==> src/rtl/timer_pkg.sv <==
// Shared Timer definitions: edge-select codes, common widths and the edge
// qualification rule used by the event input conditioning stage.
package timer_pkg;

    localparam int TIMER_CNT_W  = 32;
    localparam int TIMER_PSC_W  = 8;
    localparam int TIMER_FILT_W = 4;

    typedef enum logic [1:0] {
        EDGE_RISING  = 2'b00,
        EDGE_FALLING = 2'b01,
        EDGE_BOTH    = 2'b10,
        EDGE_NONE    = 2'b11
    } edge_sel_e;

    // new_level is the level the filter is about to adopt: 1 means a rising edge.
    function automatic logic edge_qualifies(input edge_sel_e sel, input logic new_level);
        logic q;
        q = 1'b0;
        case (sel)
            EDGE_RISING:  q = new_level;
            EDGE_FALLING: q = ~new_level;
            EDGE_BOTH:    q = 1'b1;
            default:      q = 1'b0;
        endcase
        return q;
    endfunction

endpackage

==> src/rtl/timer_input_filter.sv <==
// Synchroniser plus digital glitch filter for the Timer event pin. o_Change is
// high in the cycle the filtered level is about to flip to o_NewLevel.
module timer_input_filter #(
    parameter int SYNC_STAGES  = 2,
    parameter int FILTER_DEPTH = 4
) (
    input  logic                    i_clk,
    input  logic                    i_rst,
    input  logic                    i_Enable,
    input  logic                    i_EventIn,
    input  logic [FILTER_DEPTH-1:0] i_FilterLen,
    output logic                    o_Level,
    output logic                    o_Change,
    output logic                    o_NewLevel
);

    logic [SYNC_STAGES-1:0]  r_sync;
    logic                    r_level;
    logic [FILTER_DEPTH-1:0] r_cnt;
    logic                    w_s;
    logic                    w_change;

    assign w_s      = r_sync[SYNC_STAGES-1];
    assign w_change = i_Enable && (w_s != r_level) && (r_cnt == i_FilterLen);

    always_ff @(posedge i_clk or posedge i_rst) begin
        if (i_rst) begin
            r_sync <= '0;
        end else begin
            r_sync <= {r_sync[SYNC_STAGES-2:0], i_EventIn};
        end
    end

    // While disabled the level shadows the sample so re-enabling never fakes an edge.
    always_ff @(posedge i_clk or posedge i_rst) begin
        if (i_rst) begin
            r_level <= 1'b0;
            r_cnt   <= '0;
        end else if (!i_Enable) begin
            r_level <= w_s;
            r_cnt   <= '0;
        end else if (w_s == r_level) begin
            r_cnt   <= '0;
        end else if (w_change) begin
            r_level <= w_s;
            r_cnt   <= '0;
        end else begin
            r_cnt   <= r_cnt + 1'b1;
        end
    end

    assign o_Level    = r_level;
    assign o_Change   = w_change;
    assign o_NewLevel = w_s;

endmodule

==> src/rtl/timer_event_input.sv <==
// Timer event input stage: filtered pin -> edge select -> prescaler -> one-cycle
// event strobe, with a timestamp capture register read and acknowledged by software.
module timer_event_input
    import timer_pkg::*;
#(
    parameter int SYNC_STAGES  = 2,
    parameter int FILTER_DEPTH = TIMER_FILT_W,
    parameter int PSC_DEPTH    = TIMER_PSC_W,
    parameter int TS_DEPTH     = TIMER_CNT_W
) (
    input  logic                    i_clk,
    input  logic                    i_rst,
    input  logic                    i_Enable,
    input  logic                    i_EventIn,
    input  logic [1:0]              i_Edge,
    input  logic [FILTER_DEPTH-1:0] i_FilterLen,
    input  logic [PSC_DEPTH-1:0]    i_Prescale,
    input  logic [TS_DEPTH-1:0]     i_Timestamp,
    input  logic                    i_CaptureAck,
    output logic                    o_EventLevel,
    output logic                    o_EventPulse,
    output logic [TS_DEPTH-1:0]     o_Capture,
    output logic                    o_CaptureValid,
    output logic                    o_CaptureOverrun
);

    logic                 w_change;
    logic                 w_new_level;
    logic                 w_qual;
    logic [PSC_DEPTH-1:0] r_psc;
    logic                 r_pulse;
    logic [TS_DEPTH-1:0]  r_ts;
    logic [TS_DEPTH-1:0]  r_capture;
    logic                 r_valid;
    logic                 r_overrun;

    timer_input_filter #(
        .SYNC_STAGES  (SYNC_STAGES),
        .FILTER_DEPTH (FILTER_DEPTH)
    ) u_filter (
        .i_clk       (i_clk),
        .i_rst       (i_rst),
        .i_Enable    (i_Enable),
        .i_EventIn   (i_EventIn),
        .i_FilterLen (i_FilterLen),
        .o_Level     (o_EventLevel),
        .o_Change    (w_change),
        .o_NewLevel  (w_new_level)
    );

    assign w_qual = w_change && edge_qualifies(edge_sel_e'(i_Edge), w_new_level);

    // >= lets a lowered prescale fire on the very next qualifying edge.
    always_ff @(posedge i_clk or posedge i_rst) begin
        if (i_rst) begin
            r_psc   <= '0;
            r_pulse <= 1'b0;
            r_ts    <= '0;
        end else if (!i_Enable) begin
            r_psc   <= '0;
            r_pulse <= 1'b0;
        end else begin
            r_pulse <= 1'b0;
            if (w_qual) begin
                if (r_psc >= i_Prescale) begin
                    r_pulse <= 1'b1;
                    r_psc   <= '0;
                    r_ts    <= i_Timestamp;
                end else begin
                    r_psc   <= r_psc + 1'b1;
                end
            end
        end
    end

    // Capture handshake: o_CaptureValid holds until a one-cycle i_CaptureAck;
    // an ack coinciding with a new event hands the slot straight to that event.
    always_ff @(posedge i_clk or posedge i_rst) begin
        if (i_rst) begin
            r_capture <= '0;
            r_valid   <= 1'b0;
            r_overrun <= 1'b0;
        end else if (r_pulse) begin
            if (!r_valid || i_CaptureAck) begin
                r_capture <= r_ts;
                r_valid   <= 1'b1;
            end else begin
                r_overrun <= 1'b1;
            end
        end else if (i_CaptureAck) begin
            r_valid   <= 1'b0;
            r_overrun <= 1'b0;
        end
    end

    assign o_EventPulse     = r_pulse;
    assign o_Capture        = r_capture;
    assign o_CaptureValid   = r_valid;
    assign o_CaptureOverrun = r_overrun;

endmodule
==> config.mk <==
export PLATFORM = sky130hd
export DESIGN_NAME = timer_event_input
export DESIGN_NICKNAME = d
export VERILOG_FILES = /design/src/rtl/timer_pkg.sv /design/src/rtl/timer_input_filter.sv /design/src/rtl/timer_event_input.sv
export SDC_FILE = /design/constraint.sdc
export NUM_CORES = 1
export LEC_CHECK = 0
export CORE_MARGIN = 1
export CORE_UTILIZATION = 60
export CTS_CLUSTER_SIZE = 14
export DETAILED_ROUTE_END_ITERATION = 16
export DONT_BUFFER_PORTS = 1
export PLACE_DENSITY_LB_ADDON = 0.2
export SLEW_MARGIN = 40
export SYNTH_ARGS = -nofsm -noshare
export SYNTH_HDL_FRONTEND = slang
export SYNTH_SLANG_ARGS = --single-unit
==> constraint.sdc <==
create_clock -name i_clk -period 3.3 [get_ports i_clk]
set_clock_uncertainty 0.05 [all_clocks]
set_input_delay 0.99 -clock i_clk [delete_from_list [all_inputs] [get_ports i_clk]]
set_output_delay 0.99 -clock i_clk [all_outputs]
set_load 0.01 [all_outputs]
==> impl_metrics.json, run 1 <==
{
  "ctsResizeCount": 0,
  "critical_path.slowest_cell": "sky130_fd_sc_hd__a2111o_1",
  "dp_hpwl_um": 4200,
  "route.detailed.wl_per_inst_um": 17.8,
  "timing.final.hold_violations": 0,
  "yosysSeqAreaShare_pct": 56.6,
  "synth-warning-count": 0,
  "synth.largest_area_cell": "sky130_fd_sc_hd__dfrtp_1",
  "vdd.ir_drop.worst_mv": 0.416,
  "yosys-top-cells-area": "sky130_fd_sc_hd__dfrtp_1 (57%), sky130_fd_sc_hd__mux2_4 (12%), sky130_fd_sc_hd__mux2_2 (11%)",
  "number_of_unique_standard_cell_types_used_by_synthesis": 34,
  "whs_ns": 0.306,
  "placedInstanceArea_um2": 3690,
  "drt_pre_antenna_iters": 4,
  "i_o_buffers": 0,
  "worst-path-max-fanout": 20,
  "num_clock_sinks": 82,
  "critical_path.cell_chain": "ha_1 > nand2b_4 > a2111o_1 > a31oi_4 > nor2b_4 > buf_4 > mux2_4",
  "max-clock-path-buffers": 2,
  "criticalPathCategory": "input pin to flip-flop",
  "design.core.area_um2": 5680,
  "mapped_avg_cell_area_um2": 14.7,
  "grt_first_pass_wirelength_um": 9870,
  "grt_pass1_vias": 2078,
  "min_period_ns": 2.60,
  "floorplan.die_area_um2": 6360,
  "asyncSetResetFlopFracSynth_pct": 100,
  "rsz0062_at_grt": "no",
  "max_slew_margin_pct": 66.5,
  "ant_nets": 0,
  "place_congestion": 0.764,
  "globalRouteOverflowTotal": 0,
  "die_h_um": 79.7,
  "area.growth.synth_to_final_pct": 7.53,
  "mappedNetlistArea_um2": 3620,
  "critical_path_required_ns": 3.47,
  "worstHoldEndpoint": "u_filter.r_sync[1]",
  "cts_root_buf": "sky130_fd_sc_hd__clkbuf_8",
  "worstReg2RegStart": "r_psc[0]",
  "timing.hold.worst.start": "u_filter.r_sync[0]",
  "reg2reg_depth": 8,
  "layout-drive-gt1-share_pct": 35.6,
  "n_antenna_cell": 0,
  "post-route-period-util_pct": 78.8,
  "design_area_um2": 3900,
  "pin_count": 87,
  "critical_path_arrival_ns": 2.77,
  "synth_ff_type": "sky130_fd_sc_hd__dfrtp_1",
  "report.final.setup_viol": 0,
  "min-delay-path-class": "flip-flop to flip-flop",
  "grt_usage_pct": 21.1,
  "clk_transition_reported_paths_ns": 0.08,
  "dr_total_vias": 1894,
  "hold_buffers": 0,
  "startpoint_type_of_the_worst_setup_path": "input pin",
  "syn-instance-count": 247,
  "grt_start_max_net_pins": 83,
  "clock.fmax_ghz": 0.385,
  "yosys_register_bits": 82,
  "tritoncts": "done",
  "drtIter0Drc": 87,
  "max-cap-violations": 0,
  "synth_nets": 308,
  "clock_insertion_delay_worst_skew_ns": 0.34,
  "totalNegativeSetupSlack_ns": 0,
  "finalMaxSlewViolations": 0,
  "effective_utilization_at_floorplan_pct": 63.9,
  "ctsHtreeMaxLevel": 3,
  "critical_path_end_type": "flip-flop",
  "worst_slew_pin_slew_ns": 0.499,
  "reg2reg_to": "r_ts[16]",
  "finalNetCount": 317,
  "drc_errors": 0,
  "post-cts-setup-buffer-count": 0,
  "antenna_violations_before_repair": 0,
  "register_to_register_path_setup_slack_ns": 0.87,
  "run_status": "completed",
  "chipWidth_um": 79.7,
  "std_cell_rows": 27,
  "p_leak_nw": 1.99,
  "delay_of_the_slowest_cell_on_the_worst_path_ns": 0.46,
  "synth_top_area_share_pct": 56.6,
  "post_drt_via_cell_ratio": 5.69,
  "power-per-cell-area_nw_per_um2": 468,
  "cts_buffers": 9,
  "routed_wl_um": 5940,
  "synth_edf_count": 0,
  "worst_hold_path.num_cells": 0
}
==> final cells by class <==
type / count / area (um^2)
Clock buffer: 10 / 138
Multi-Input combinational cell: 145 / 1450
Inverter: 13 / 50.0
Timing Repair Buffer: 5 / 50.0
Clock inverter: 6 / 71.3
Fill cell: 429 / 1780
Sequential cell: 82 / 2050
Tap cell: 72 / 90.1
==> sequential cells by signal, summed over array words and instances, names as in the netlist <==
register / flops
o_Capture: 32
o_CaptureOverrun: 1
o_CaptureValid: 1
o_EventPulse: 1
r_psc: 8
r_ts: 32
u_filter.o_Level: 1
u_filter.r_cnt: 4
u_filter.r_sync: 2
==> cell usage after synthesis, drive strengths merged, types with 2 or more instances <==
library cell  instances
buf                   7
a22o                  5
nor2b                 5
and3                  4
xor2                  2
inv                  13
ha                   10
nand4                 2
xnor2                 5
and4bb                2
o21ai                10
nand3                 5
nand2b                4
nor2                  6
mux2                 65
dfrtp                82
nand2                 7
a21oi                 2
nor3                  3
==> stage by stage <==
stage                     util (%)  cells  total power [W]  worst slack [ns]
final                         68.7    333          0.00182             0.700
after global routing          68.7    333          0.00190             0.652
after CTS                     68.7    333          0.00185             0.709
after detailed placement      65.0    317          0.00110             0.346
after global placement        65.0    317          0.00110             0.395
after floorplan                  -    247          0.00109             0.152
==> kinds of logic (layout without fill, tap and decap cells) <==
family | after synthesis | count (layout) | synth area share (%)
flops | 82 | 82 | 56.6
mux | 66 | 66 | 23.5
simple gates | 40 | 40 | 6.59
compound gates | 22 | 22 | 4.56
buf+inv | 20 | 34 | 3.62
fa+ha+maj | 10 | 10 | 3.45
xor+xnor | 7 | 7 | 1.69
==> layer usage <==
layer / vias to the layer above / track usage, % / share of wire [%]
met5: - / 0 / 0
met3: 9 / 9.03 / 7.6
met2: 58 / 32.9 / 48
met1: 940 / 26.4 / 43
met4: 0 / 6.55 / 1.3
li1: 887 / - / -
==> worst max path at each step <==
stage / start / to
CTS: i_Prescale[0] / r_ts[16]
global placement: i_Prescale[0] / r_ts[12]
detailed placement: i_Prescale[0] / r_ts[21]
floorplan: i_rst / o_CaptureOverrun
finish: i_Prescale[0] / r_ts[16]
global route: i_Prescale[0] / r_ts[16]
==> power breakdown <==
group          switching (W)  internal [W]   total, W
Clock               0.000365      0.000378   0.000743
Combinational      0.0000388     0.0000234  0.0000622
Sequential        0.00000813       0.00101    0.00102
==> worst max-delay path: cells and delay by family <==
family,cells,cell delay [ns]
muxes,1,0.34
buffers and inverters,1,0.24
and+or+nand+nor,2,0.20
AOI/OAI and AO/OA,2,0.73
adders and majority gates,1,0.26
==> cell usage in the layout (no fill, tap or decap), types with 2 or more instances in the layout <==
| cell type | n |
|---|---|
| sky130_fd_sc_hd__a21oi_1 | 2 |
| sky130_fd_sc_hd__a22o_1 | 5 |
| sky130_fd_sc_hd__and3_1 | 4 |
| sky130_fd_sc_hd__and4bb_1 | 2 |
| sky130_fd_sc_hd__buf_4 | 4 |
| sky130_fd_sc_hd__clkbuf_8 | 10 |
| sky130_fd_sc_hd__clkinvlp_4 | 2 |
| sky130_fd_sc_hd__dfrtp_1 | 82 |
| sky130_fd_sc_hd__ha_1 | 10 |
| sky130_fd_sc_hd__inv_1 | 12 |
| sky130_fd_sc_hd__inv_6 | 3 |
| sky130_fd_sc_hd__mux2_2 | 36 |
| sky130_fd_sc_hd__mux2_4 | 29 |
| sky130_fd_sc_hd__nand2_1 | 7 |
| sky130_fd_sc_hd__nand2b_1 | 3 |
| sky130_fd_sc_hd__nand3_1 | 5 |
| sky130_fd_sc_hd__nand4_1 | 2 |
| sky130_fd_sc_hd__nor2_1 | 6 |
| sky130_fd_sc_hd__nor2b_1 | 4 |
| sky130_fd_sc_hd__nor3_1 | 2 |
| sky130_fd_sc_hd__o21ai_0 | 9 |
| sky130_fd_sc_hd__xnor2_1 | 5 |
| sky130_fd_sc_hd__xor2_1 | 2 |
(Power assumes the default switching activity.)
==> run 2, diff against run 1 <==
Settings changed: CORE_UTILIZATION 60 to 56.
Clock period 3.3 ns to 2.3 ns, I/O delays scaled along.
==> run 2 against run 1 <==
Global-route usage shrank 1.5 points. Flip-flop and latch count is the same. Register-to-register slack lost 0.76 ns. Total power grew 41%. Highest routed layer unchanged. Critical endpoint is now r_ts[26]. Clock-buffer cell count shrank 1. Non-clock buffer count grew 9.
==> impl_metrics.json, run 2 (synthesized netlist as in run 1, its figures left out) <==
{
  "totalNegativeSetupSlack_ns": 0,
  "effective_utilization_at_floorplan_pct": 59.5,
  "i_o_buffers": 0,
  "n_fill_cell": 486,
  "critical_path_end_type": "flip-flop",
  "mostFrequentLayoutCell": "sky130_fd_sc_hd__dfrtp_1",
  "post_drt_via_cell_ratio": 5.54,
  "layout-drive-gt1-share_pct": 39.3,
  "most-common-layout-cells": "sky130_fd_sc_hd__dfrtp_1 (82), sky130_fd_sc_hd__mux2_2 (36), sky130_fd_sc_hd__mux2_4 (29)",
  "globalRouteOverflowTotal": 0,
  "clk_transition_reported_paths_ns": 0.10,
  "pin_count": 87,
  "grt_first_pass_wirelength_um": 9610,
  "area.growth.synth_to_final_pct": 10.8,
  "cts_root_buf": "sky130_fd_sc_hd__clkbuf_8",
  "pre_cts_ws_ns": -0.0970,
  "min_period_ns": 2.19,
  "max_slew_margin_pct": 62.4,
  "whs_ns": 0.197,
  "vdd.ir_drop.worst_mv": 0.526,
  "finalMaxSlewViolations": 0,
  "startpoint_type_of_the_worst_setup_path": "flip-flop",
  "design.core.area_um2": 6100,
  "post-route-period-util_pct": 95.2,
  "routed_wl_um": 5950,
  "n_antenna_cell": 0,
  "run_status": "completed",
  "worst-path-max-fanout": 19,
  "finalNetCount": 326,
  "place_congestion": 0.801,
  "dp_hpwl_um": 4270,
  "dr_total_vias": 1912,
  "drc_errors": 0,
  "antenna_violations_before_repair": 0,
  "tritoncts": "done",
  "grt_start_max_net_pins": 35,
  "num_clock_sinks": 82,
  "min-delay-path-class": "input pin to asynchronous set/reset pin",
  "ctsHtreeMaxLevel": 3,
  "grt_pass1_vias": 1976,
  "max-cap-violations": 0,
  "ant_nets": 0,
  "critical_path_arrival_ns": 2.37,
  "critical_path_required_ns": 2.48,
  "cts_buffers": 9,
  "power-per-cell-area_nw_per_um2": 641,
  "timing.final.hold_violations": 0,
  "route.detailed.wl_per_inst_um": 17.2,
  "std_cell_rows": 28,
  "clock_insertion_delay_worst_skew_ns": 0.36,
  "drtIter0Drc": 51,
  "p_leak_nw": 2.03,
  "layout_setup_ws_ns": 0.110,
  "totalPowerFinal_w": 0.00257,
  "rsz0062_at_grt": "no",
  "worst_slew_pin_slew_ns": 0.564,
  "max-clock-path-buffers": 2,
  "postLayoutCoreUtil_pct": 65.9,
  "chipWidth_um": 82.5,
  "grt_usage_pct": 19.5,
  "floorplan.die_area_um2": 6800,
  "report.final.setup_viol": 0,
  "die_h_um": 82.5,
  "criticalPathCategory": "flip-flop to flip-flop",
  "clock.fmax_ghz": 0.457,
  "hold_buffers": 0,
  "drt_pre_antenna_iters": 4
}
[run 2: cell types whose count changed in the layout (fill, tap and decap cells not counted), moves of 2 or more]
cell,previous run,this run
sky130_fd_sc_hd__inv_2,0,2
sky130_fd_sc_hd__buf_4,4,10
sky130_fd_sc_hd__ha_4,0,2
sky130_fd_sc_hd__ha_1,10,8
sky130_fd_sc_hd__inv_1,12,10
sky130_fd_sc_hd__inv_6,3,1
sky130_fd_sc_hd__inv_8,0,4
sky130_fd_sc_hd__buf_12,1,4
[run 2: metal layers]
layer	vias up	global-route usage, %	routed length, um
met5	-	0	0
met4	0	9.47	72
met3	8	7.03	463
met2	56	29.6	2760
met1	944	24.8	2650
li1	904	-	-
[run 2: worst max-delay path, cell delays in order (launching register included)]
cell	delay, ns
sky130_fd_sc_hd__dfrtp_1	0.39
sky130_fd_sc_hd__inv_2	0.10
sky130_fd_sc_hd__ha_4	0.20
sky130_fd_sc_hd__nand2b_4	0.12
sky130_fd_sc_hd__a2111o_1	0.40
sky130_fd_sc_hd__a31oi_4	0.24
sky130_fd_sc_hd__nor2b_4	0.09
sky130_fd_sc_hd__buf_12	0.17
sky130_fd_sc_hd__mux2_4	0.30
[run 2: final timing paths]
kind,from,endpoint,slack [ns],cells past startpoint
max,r_psc[0],r_ts[26],0.11,8
min,i_rst,r_ts[17],0.20,1
max reg2reg,r_psc[0],r_ts[26],0.11,8
min reg2reg,u_filter.r_sync[0],u_filter.r_sync[1],0.32,0
max in group asynchronous,i_rst,r_psc[0],1.45,2
min in group i_clk,i_EventIn,u_filter.r_sync[0],0.31,0
[run 2: layout make-up]
cell class,count,area [um^2],area share [%]
Clock inverter,7,68.8,1.71
Timing Repair Buffer,14,155,3.86
Multi-Input combinational cell,145,1470,36.6
Clock buffer,9,124,3.08
Tap cell,75,93.8,2.34
Inverter,13,52.6,1.31
Sequential cell,82,2050,51.1
[run 2: power by group]
| group | internal (W) | switching [W] |
|---|---|---|
| clock network | 0.000426 | 0.000588 |
| registers | 0.00145 | 0.0000117 |
| logic | 0.0000417 | 0.0000578 |
[run 2: stage by stage]
stage,cell area [um^2],instances
floorplan,3650,247
global route,4020,345
CTS,4010,344
global placement,3820,328
finish,4020,345
detailed placement,3820,328
[run 2: repair_timing]
item                       CTS  global route
buffers inserted             0             1
resized for setup            0             1
setup endpoints to repair    0            20
==> run 3, diff against run 2 <==
Settings changed: CORE_UTILIZATION 56 to 40.
==> run 3 against run 2 <==
Utilization is 20 points lower. Non-clock buffer count is 7 lower. Routed wire length is 3.7% higher. Cell count is 7.5% higher. Critical path type unchanged. Clock-buffer cell count stayed put. Total power is 1.3% higher. First-iteration DRC count is 51% higher. Register-to-register slack hardly changed. Clock power is 4% higher. Hold slack worse by 0.084 ns. Global-route usage is 5.4 points lower.
==> impl_metrics.json, run 3 (synthesized netlist as in run 1, its figures left out) <==
{
  "run_status": "completed",
  "critical_path_required_ns": 2.48,
  "layout-drive-gt1-share_pct": 37.6,
  "timing.final.hold_violations": 0,
  "post_drt_via_cell_ratio": 5.07,
  "std_cell_rows": 34,
  "post-route-period-util_pct": 94.8,
  "die_h_um": 97.2,
  "clock_insertion_delay_worst_skew_ns": 0.35,
  "p_leak_nw": 2.00,
  "ant_nets": 0,
  "worst_slew_pin_slew_ns": 0.512,
  "p_seq_share_pct": 56.1,
  "ctsHtreeMaxLevel": 3,
  "dr_total_vias": 1880,
  "place_congestion": 0.725,
  "grt_first_pass_wirelength_um": 10300,
  "power-per-cell-area_nw_per_um2": 650,
  "grt_start_max_net_pins": 71,
  "internal_power_w": 0.00200,
  "rsz0062_at_grt": "no",
  "n_fill_cell": 806,
  "layout_setup_ws_ns": 0.119,
  "max_slew_margin_pct": 65.6,
  "design.core.area_um2": 8760,
  "pin_count": 87,
  "area.growth.synth_to_final_pct": 10.7,
  "mostFrequentLayoutCell": "sky130_fd_sc_hd__dfrtp_1",
  "n_antenna_cell": 0,
  "num_clock_sinks": 82,
  "grt_pass1_vias": 1959,
  "finalNetCount": 319,
  "route.detailed.wl_per_inst_um": 16.6,
  "power.switching_w": 0.000611,
  "critical_path_arrival_ns": 2.36,
  "max-cap-violations": 0,
  "worst-path-max-fanout": 22,
  "reg2reg_to": "r_ts[11]",
  "pre_cts_ws_ns": -0.0764,
  "vdd.ir_drop.worst_mv": 0.389,
  "grt_usage_pct": 14.2,
  "cts_root_buf": "sky130_fd_sc_hd__clkbuf_8",
  "sw_share_pct": 23.4,
  "routed_wl_um": 6170,
  "drc_errors": 0,
  "effective_utilization_at_floorplan_pct": 41.4,
  "drt_pre_antenna_iters": 4,
  "clk_transition_reported_paths_ns": 0.09,
  "dp_hpwl_um": 4290,
  "i_o_buffers": 0,
  "cts_buffers": 9,
  "chipWidth_um": 97.2,
  "report.final.setup_viol": 0,
  "met1_track_demand_over_resource_in_global_routing_pct": 19.3,
  "worstReg2RegStart": "r_psc[0]",
  "criticalPathCategory": "flip-flop to flip-flop",
  "whs_ns": 0.113,
  "globalRouteOverflowTotal": 0,
  "global_route.usage.met3_pct": 5.54,
  "min_period_ns": 2.18,
  "clock.fmax_ghz": 0.459,
  "finalMaxSlewViolations": 0,
  "drtIter0Drc": 77,
  "part_of_the_total_power_dissipated_in_combinational_logic_pct": 3.5,
  "floorplan.die_area_um2": 9450,
  "globalRoute.busiestLayer": "met2",
  "reg2reg_depth": 8,
  "p_clk_share_pct": 40.4,
  "most-common-layout-cells": "sky130_fd_sc_hd__dfrtp_1 (82), sky130_fd_sc_hd__mux2_2 (36), sky130_fd_sc_hd__mux2_4 (29)",
  "min-delay-path-class": "input pin to asynchronous set/reset pin",
  "max-clock-path-buffers": 2,
  "grt.met2_usage_pct": 20.6,
  "antenna_violations_before_repair": 0,
  "tritoncts": "done",
  "startpoint_type_of_the_worst_setup_path": "flip-flop",
  "register_to_register_path_setup_slack_ns": 0.12,
  "critical_path_end_type": "flip-flop"
}
## run 3: cell count changes in the layout (fill, tap and decap cells not counted), sizes merged
cell / delta
bufinv: +1
buf: -7
inv: -2
clkinv: +1
## run 3: critical path, cell delays in order (launching register included)
cell and delay [ns]:
sky130_fd_sc_hd__dfrtp_1 0.42, sky130_fd_sc_hd__inv_2 0.10, sky130_fd_sc_hd__ha_4 0.20, sky130_fd_sc_hd__nand2b_4 0.12, sky130_fd_sc_hd__a2111o_1 0.40, sky130_fd_sc_hd__a31oi_4 0.19
sky130_fd_sc_hd__nor2b_4 0.08, sky130_fd_sc_hd__buf_12 0.18, sky130_fd_sc_hd__mux2_4 0.30
## run 3: metal layers
layer | wire length (um) | up-vias
met5 | 0 | -
met4 | 60 | 0
met3 | 407 | 5
met2 | 2820 | 53
met1 | 2890 | 925
li1 | - | 897
## run 3: power by group through the flow
stage	Sequential, W	Combinational [W]	Clock [W]
finish	0.00146	0.0000921	0.00105
global route	0.00146	0.000109	0.00115
floorplan	0.00149	0.0000734	0
global placement	0.00149	0.0000938	0
CTS	0.00146	0.0000963	0.00109
detailed placement	0.00149	0.0000960	0
## run 3: area by class of cell
type                    count  area, um^2  share of cell area (%)
flip-flops and latches     82        2050                    51.1
multi-input cells         145        1470                    36.7
well taps                 108         135                    3.37
clock buffers               9         124                    3.09
repair buffers              7         103                    2.56
clock inverters             7        76.3                    1.90
inverters                  13        52.6                    1.31
## run 3: per-stage QoR
step                      instance area (um^2)  setup TNS, ns  total power [W]  util, %  instances
after global placement                    3810          -1.14          0.00158     43.5        355
after floorplan                           3650          -2.20          0.00156        -        247
after CTS                                 4010              0          0.00265     45.8        371
after detailed placement                  3810          -1.83          0.00159     43.5        355
final                                     4010              0          0.00261     45.8        371
after global routing                      4010              0          0.00273     45.8        371
## run 3: worst max path at each step
stage	start	endpoint	slack [ns]
detailed placement	i_Prescale[7]	r_ts[15]	-0.08
global route	r_psc[0]	r_ts[11]	0.04
CTS	r_psc[0]	r_ts[11]	0.05
finish	r_psc[0]	r_ts[11]	0.12
global placement	i_Prescale[7]	r_ts[25]	-0.05
floorplan	i_Prescale[0]	r_ts[0]	-0.08
## run 3: timing repair
item	4_1_cts	5_1_grt
endpoints found under the hold margin	0	0
endpoints found under the setup margin	0	15
buffers inserted	0	0
resized for setup	0	1
hold buffers	0	0
